### src/rtl/sm4_pkg.sv
// sm4_pkg: shared SM4 key-schedule definitions.
//   FK0..FK3   - system parameters XORed into the master key on load
//   ks_state_e - key-expansion FSM states
//   ck_word()  - CK[i] round constant, byte j (MSB first) = ((4i+j)*7) mod 256
//   rotl()     - 32-bit rotate left
//   l_key()    - L' linear transform used by the key schedule
//   l_enc()    - L linear transform used by the round datapath
package sm4_pkg;

  localparam logic [31:0] FK0 = 32'hA3B1BAC6;
  localparam logic [31:0] FK1 = 32'h56AA3350;
  localparam logic [31:0] FK2 = 32'h677D9197;
  localparam logic [31:0] FK3 = 32'hB27022DC;

  typedef enum logic [1:0] {
    StIdle = 2'd0,
    StSub  = 2'd1,
    StMix  = 2'd2,
    StDone = 2'd3
  } ks_state_e;

  function automatic logic [31:0] ck_word(input logic [4:0] idx);
    logic [31:0] w;
    w = '0;
    for (int j = 0; j < 4; j++) begin
      // Truncation to 8 bits is the mod 256.
      w[8*(3-j) +: 8] = 8'(((4 * int'(idx)) + j) * 7);
    end
    return w;
  endfunction

  function automatic logic [31:0] rotl(input logic [31:0] x, input int unsigned n);
    return (x << n) | (x >> (32 - n));
  endfunction

  function automatic logic [31:0] l_key(input logic [31:0] b);
    return b ^ rotl(b, 13) ^ rotl(b, 23);
  endfunction

  function automatic logic [31:0] l_enc(input logic [31:0] b);
    return b ^ rotl(b, 2) ^ rotl(b, 10) ^ rotl(b, 18) ^ rotl(b, 24);
  endfunction

endpackage

### src/rtl/key_expand_if.sv
// key_expand_if: request/result bundle of the SM4 key expander.
//   MK_i[127:0]     master key (MK0 in the top word)
//   MODE_i          0 = encrypt key order, 1 = reversed (decrypt) order
//   START_i         expansion request
//   BUSY_o          expansion in progress
//   DONE_o          one-cycle completion pulse
//   RK_VALID_o      a key set has been published since reset/zeroize
//   RK_o[1023:0]    round keys, round 0 in the top word (encrypt order)
// master drives the request side, slave is the key expander.
interface key_expand_if;
  logic [127:0]  MK_i;
  logic          MODE_i;
  logic          START_i;
  logic          BUSY_o;
  logic          DONE_o;
  logic          RK_VALID_o;
  logic [1023:0] RK_o;

  modport master (
    output MK_i, MODE_i, START_i,
    input  BUSY_o, DONE_o, RK_VALID_o, RK_o
  );

  modport slave (
    input  MK_i, MODE_i, START_i,
    output BUSY_o, DONE_o, RK_VALID_o, RK_o
  );
endinterface

### src/rtl/sbox_32b.sv
// sbox_32b: four parallel SM4 S-boxes with a registered output (1-cycle latency).
//   CLK_i        clock
//   X_i[31:0]    input word
//   Y_o[31:0]    S(X_i) from the previous cycle
module sbox_32b (
  input  logic        CLK_i,
  input  logic [31:0] X_i,
  output logic [31:0] Y_o
);

  localparam logic [2047:0] Sbox = {
    128'hd690e9fecce13db716b614c228fb2c05, 128'h2b679a762abe04c3aa44132649860699,
    128'h9c4250f491ef987a33540b43edcfac62, 128'he4b31ca9c908e89580df94fa758f3fa6,
    128'h4707a7fcf37317ba83593c19e6854fa8, 128'h686b81b27164da8bf8eb0f4b70569d35,
    128'h1e240e5e6358d1a225227c3b01217887, 128'hd40046579fd327524c3602e7a0c4c89e,
    128'heabf8ad240c738b5a3f7f2cef96115a1, 128'he0ae5da49b341a55ad933230f58cb1e3,
    128'h1df6e22e8266ca60c02923ab0d534e6f, 128'hd5db3745defd8e2f03ff6a726d6c5b51,
    128'h8d1baf92bbddbc7f11d95c411f105ad8, 128'h0ac13188a5cd7bbd2d74d012b8e5b4b0,
    128'h8969974a0c96777e65b9f109c56ec684, 128'h18f07dec3adc4d2079ee5f3ed7cb3948
  };

  logic [31:0] y_d, y_q;

  always_comb begin
    y_d = '0;
    for (int j = 0; j < 4; j++) begin
      y_d[8*j +: 8] = Sbox[8*(255 - int'(X_i[8*j +: 8])) +: 8];
    end
  end

  always_ff @(posedge CLK_i) begin
    y_q <= y_d;
  end

  assign Y_o = y_q;

endmodule

### src/rtl/key_expand.sv
// key_expand: SM4 key schedule. Expands a 128-bit master key into 32 round keys,
// one round every two cycles through a single registered 32-bit S-box, and
// publishes the full set on RK_o only at completion so the round datapath keeps
// using the previous keys while a new expansion runs.
//   CLK_i      clock
//   RST_N_i    asynchronous active-low reset
//   ZEROIZE_i  synchronous clear of all key state (only with SM4_KEYEXP_ZEROIZE_EN)
//   bus        key_expand_if.slave (MK_i, MODE_i, START_i, BUSY_o, DONE_o, RK_VALID_o, RK_o)
// Optional feature macro: SM4_KEYEXP_ZEROIZE_EN.
module key_expand
  import sm4_pkg::*;
(
  input logic CLK_i,
  input logic RST_N_i,
`ifdef SM4_KEYEXP_ZEROIZE_EN
  input logic ZEROIZE_i,
`endif
  key_expand_if.slave bus
);

  ks_state_e     state_q, state_d;
  logic [4:0]    cnt_q, cnt_d;
  logic [127:0]  k_q, k_d;        // sliding window K[i]..K[i+3], K[i] in the top word
  logic [1023:0] work_q, work_d;
  logic [1023:0] rk_q, rk_d;
  logic          mode_q, mode_d;
  logic          valid_q, valid_d;
  logic [31:0]   sbox_x, sbox_y, rk_new;
  logic [1023:0] final_keys, rev_keys;
  logic          zeroize;

`ifdef SM4_KEYEXP_ZEROIZE_EN
  assign zeroize = ZEROIZE_i;
`else
  assign zeroize = 1'b0;
`endif

  sbox_32b u_sbox (
    .CLK_i (CLK_i),
    .X_i   (sbox_x),
    .Y_o   (sbox_y)
  );

  // The S-box sees this in StSub; k_q is stable until the StMix edge, so the
  // registered result in StMix belongs to the same round.
  assign sbox_x = k_q[95:64] ^ k_q[63:32] ^ k_q[31:0] ^ ck_word(cnt_q);
  assign rk_new = k_q[127:96] ^ l_key(sbox_y);

  // Slot 31 of the working register is still zero when round 31 finishes.
  assign final_keys = work_q | {992'd0, rk_new};

  always_comb begin
    rev_keys = '0;
    for (int w = 0; w < 32; w++) begin
      rev_keys[32*w +: 32] = final_keys[32*(31-w) +: 32];
    end
  end

  always_comb begin
    state_d = state_q;
    cnt_d   = cnt_q;
    k_d     = k_q;
    work_d  = work_q;
    rk_d    = rk_q;
    mode_d  = mode_q;
    valid_d = valid_q;

    unique case (state_q)
      StIdle, StDone: begin
        if (bus.START_i) begin
          k_d     = bus.MK_i ^ {FK0, FK1, FK2, FK3};
          cnt_d   = '0;
          work_d  = '0;
          mode_d  = bus.MODE_i;
          state_d = StSub;
        end else if (state_q == StDone) begin
          state_d = StIdle;
        end
      end
      StSub: state_d = StMix;
      StMix: begin
        k_d = {k_q[95:0], rk_new};
        work_d[32*(31 - int'(cnt_q)) +: 32] = rk_new;
        if (cnt_q == 5'd31) begin
          rk_d    = mode_q ? rev_keys : final_keys;
          valid_d = 1'b1;
          state_d = StDone;
        end else begin
          cnt_d   = cnt_q + 5'd1;
          state_d = StSub;
        end
      end
      default: state_d = StIdle;
    endcase

    if (zeroize) begin
      state_d = StIdle;
      cnt_d   = '0;
      k_d     = '0;
      work_d  = '0;
      rk_d    = '0;
      mode_d  = 1'b0;
      valid_d = 1'b0;
    end
  end

  always_ff @(posedge CLK_i or negedge RST_N_i) begin
    if (!RST_N_i) begin
      state_q <= StIdle;
      cnt_q   <= '0;
      k_q     <= '0;
      work_q  <= '0;
      rk_q    <= '0;
      mode_q  <= 1'b0;
      valid_q <= 1'b0;
    end else begin
      state_q <= state_d;
      cnt_q   <= cnt_d;
      k_q     <= k_d;
      work_q  <= work_d;
      rk_q    <= rk_d;
      mode_q  <= mode_d;
      valid_q <= valid_d;
    end
  end

  assign bus.BUSY_o     = (state_q == StSub) || (state_q == StMix);
  assign bus.DONE_o     = (state_q == StDone);
  assign bus.RK_VALID_o = valid_q;
  assign bus.RK_o       = rk_q;

endmodule

### src/flat_wrapper.sv
// flat-port wrapper written by rule: the top's interface ports become plain ports
module key_expand_flat import sm4_pkg::*;
  (CLK_i, RST_N_i, bus_MK_i, bus_MODE_i, bus_START_i, bus_BUSY_o, bus_DONE_o, bus_RK_VALID_o, bus_RK_o);
  key_expand_if bus_i ();
  input logic CLK_i;
  input logic RST_N_i;
  input wire logic [$bits(bus_i.MK_i)-1:0] bus_MK_i;
  input wire logic [$bits(bus_i.MODE_i)-1:0] bus_MODE_i;
  input wire logic [$bits(bus_i.START_i)-1:0] bus_START_i;
  output wire logic [$bits(bus_i.BUSY_o)-1:0] bus_BUSY_o;
  output wire logic [$bits(bus_i.DONE_o)-1:0] bus_DONE_o;
  output wire logic [$bits(bus_i.RK_VALID_o)-1:0] bus_RK_VALID_o;
  output wire logic [$bits(bus_i.RK_o)-1:0] bus_RK_o;
  assign bus_i.MK_i = bus_MK_i;
  assign bus_i.MODE_i = bus_MODE_i;
  assign bus_i.START_i = bus_START_i;
  assign bus_BUSY_o = bus_i.BUSY_o;
  assign bus_DONE_o = bus_i.DONE_o;
  assign bus_RK_VALID_o = bus_i.RK_VALID_o;
  assign bus_RK_o = bus_i.RK_o;
  key_expand u_core (.CLK_i(CLK_i), .RST_N_i(RST_N_i), .bus(bus_i));
endmodule
### config.mk
export PLATFORM = sky130hd
export DESIGN_NAME = key_expand_flat
export DESIGN_NICKNAME = d
export VERILOG_FILES = /design/src/rtl/sm4_pkg.sv /design/src/rtl/key_expand_if.sv /design/src/rtl/sbox_32b.sv /design/src/rtl/key_expand.sv /design/src/flat_wrapper.sv
export SDC_FILE = /design/constraint.sdc
export NUM_CORES = 2
export LEC_CHECK = 0
export CAP_MARGIN = 10
export CELL_PAD_IN_SITES_DETAIL_PLACEMENT = 1
export CELL_PAD_IN_SITES_GLOBAL_PLACEMENT = 2
export CORE_MARGIN = 3
export CORE_UTILIZATION = 39
export DETAILED_ROUTE_END_ITERATION = 12
export PLACE_DENSITY = 0.95
export SLEW_MARGIN = 10
export SYNTH_ARGS = -nofsm -noshare
export SYNTH_HDL_FRONTEND = slang
export SYNTH_SLANG_ARGS = --single-unit
### constraint.sdc
create_clock -name CLK_i -period 12.9 [get_ports CLK_i]
set_input_delay 1.29 -clock CLK_i [delete_from_list [all_inputs] [get_ports CLK_i]]
set_output_delay 1.29 -clock CLK_i [all_outputs]
set_load 0.01 [all_outputs]
==> metrics.cfg <==
[timing]
grt_setup_unrepaired=false
finalHoldViolCount=0
finalCritPeriodShare_pct=47.1
fin_crit_ns=6.07
timing.fmax_ghz=0.165
tns_ns=0
setup_violations=0
max_slew_margin_pct=10.2
worst_pin_slew_ns=1.34
skew_ns=0.126
drv_slew=0

[floorplanning]
fp.coreArea_um2=266000
start_util_pct=39.3
rows=189
fp.dieH_um=523
die_w_um=523
ios=1159
fp.dieArea_um2=274000

[finish]
seqCellArea_um2=55300
multi_input_area_um2=46500
nFillCells=28600
drive_gt1_share_pct=7.38
utilization_pct=48.2
nets=11200
syn_to_final_growth_pct=22.7

[route]
vias=93300
drc=0
drtAntennaViolNets=0
initialDrtViolationCount=10200
drt-pass1-iter-count=6
wl_per_cell_um=35.4
detail_route.vias_per_cell=6.33
routed_wl_um=522000

[logic_synthesis]
synth_fp_nets=10500
ys_warn_count=0
synthCells=10300
ys_types=83
synth-async-reset-ratio_pct=98.6
avgSynthCellArea_um2=10.1
ys.flop_type=dfrtp_1
synth_edf_count=0
syn_area_um2=104000
synth_seq_area_share_pct=53.0
ys_seq_elements=2217

[worst_setup_path]
endpoint_kind=flop
path_class=reg -> reg
cp.required_ns=13.70
path_max_fanout=48
cp.arrival_ns=6.87
worstSetupStartpointType=flop

[place]
dpl.hpwl_um=354000
numPortBuffers=1158
gp_congestion=0.974

[clock_network]
cts_root_buf=clkbuf_16
post_cts_resized=0
cts_setup_buffers=0
clock_sinks=2217
cts-buffers-inserted=232
cts_max_path_buffers=3
clk-insertion-delay-late_ns=0.96
cts_hold_buf=0
cts_tree=yes
htree_num_levels=4
cts.clk_slew.worst_paths_ns=0.07

[run]
drv_cap=0

[global_route]
track_usage_pct=37.0
grt_max_degree=256
first_global_vias=95200
overflow=0
grt_pass1_wl_um=732000
antenna_found_initial=30

[min_path]
min_path_type=in -> async

[outcome]
status=complete, no violations

-- area by class of cell --
class	instances	share of cell area, %
Antenna cell	12	0.0234
Clock buffer	329	5.25
Clock inverter	103	1.06
Inverter	38	0.113
Multi-Input combinational cell	7130	36.3
Sequential cell	2217	43.2
Tap cell	3533	3.45
Timing Repair Buffer	1387	10.6
-- logic make-up after synthesis --
family | after synthesis | share of synthesized area [%]
compound gates | 3327 | 20.8
simple gates | 2468 | 9.56
flops | 2217 | 53.0
mux | 1032 | 10.0
buf+inv | 973 | 3.55
xor+xnor | 222 | 2.02
fa+ha+maj | 81 | 1.04
-- worst paths after layout --
path | slack, ns | to | cells past startpoint | from
setup / recovery | 6.83 | u_core.u_sbox.Y_o[12] | 16 | u_core.cnt_q[0]
hold / removal | 0.32 | u_core.bus.RK_o[635] | 1 | RST_N_i
setup reg to reg | 6.83 | u_core.u_sbox.Y_o[12] | 16 | u_core.cnt_q[0]
hold reg to reg | 0.47 | u_core.work_q[14] | 2 | u_core.work_q[14]
max in group asynchronous | 9.22 | u_core.bus.RK_o[536] | 4 | RST_N_i
min in group CLK_i | 0.47 | u_core.work_q[14] | 2 | u_core.work_q[14]
-- synthesized netlist by cell type (32+ instances only) --
master | number | area (um2)
dfrtp_1 | 2185 | 54700
xnor2_1 | 155 | 1360
nor2_1 | 368 | 1380
a22o_1 | 868 | 7600
clkbuf_1 | 854 | 3210
mux2i_1 | 1022 | 10200
and2_1 | 45 | 282
buf_2 | 38 | 190
o311ai_0 | 45 | 394
a31oi_1 | 75 | 469
nand3_1 | 111 | 556
dfxtp_1 | 32 | 641
o211ai_1 | 59 | 443
nand2_1 | 1705 | 6400
a311oi_1 | 52 | 455
xor2_1 | 55 | 482
a21oi_1 | 310 | 1550
o22ai_1 | 57 | 357
buf_1 | 40 | 150
nor3_1 | 113 | 566
o21ai_0 | 1523 | 7620
ha_1 | 72 | 901
a211oi_1 | 50 | 375
o41ai_1 | 35 | 307
nand2b_1 | 40 | 250
-- critical path: stages (launching register included) --
cell and delay [ns]:
dfrtp_1 0.34, buf_4 0.36, inv_1 0.24, ha_1 0.60, xnor2_4 0.65, xor2_1 0.45
inv_1 0.12, fa_1 0.53, xor2_1 0.51, xor2_2 0.20, buf_4 0.51, nor2_1 0.30
a31oi_1 0.24, o311ai_0 0.17, a31oi_1 0.37, o21ai_0 0.18, o31ai_1 0.12
-- metal layers --
metal	routed length (um)	track usage (%)	vias to the layer above
li1	-	-	38500
met1	197000	45.3	48800
met2	233000	56.4	4751
met3	43800	8.76	1315
met4	48700	28.5	16
met5	107	0	-
-- cells in the final DEF (no fill, tap or decap), drive strengths merged, types with 30 or more instances in the layout --
cell type,synthesis,layout
inv,33,40
a311oi,52,52
a31oi,75,75
a211oi,50,50
dfxtp,32,32
a22o,868,868
o41ai,35,35
o221ai,30,30
mux2i,1022,1022
nand2b,40,40
o211ai,59,59
clkinv,5,76
buf,79,230
nor2,368,368
ha,72,72
clkdlybuf4s50,0,1157
nor3,113,113
clkbuf,856,329
and2,47,47
a21oi,310,310
o311ai,47,47
dfrtp,2185,2185
xor2,57,57
nand3,111,111
o21ai,1525,1525
o22ai,57,57
nand2,1705,1705
xnor2,157,157
-- per-stage QoR --
step | setup WS [ns] | hold slack [ns] | instances | area [um2]
after detailed placement | 7.12 | 0.458 | 14300 | 120000
after global placement | 7.24 | 0.449 | 14300 | 120000
after floorplan | 8.27 | 0.439 | 10300 | 104000
after global routing | 6.70 | 0.369 | 14700 | 128000
final | 6.83 | 0.318 | 14700 | 128000
after CTS | 7.06 | 0.299 | 14700 | 128000
-- flip-flops by register name, summed over array words and instances, names as in the netlist --
| register | count |
|---|---|
| u_core.bus.RK_VALID_o | 1 |
| u_core.bus.RK_o | 1024 |
| u_core.cnt_q | 5 |
| u_core.k_q | 128 |
| u_core.mode_q | 1 |
| u_core.state_q | 2 |
| u_core.u_sbox.Y_o | 32 |
| u_core.work_q | 1024 |
Power is not shown: default switching activity piles up to over one toggle a cycle in this logic, so the estimate is an artifact.
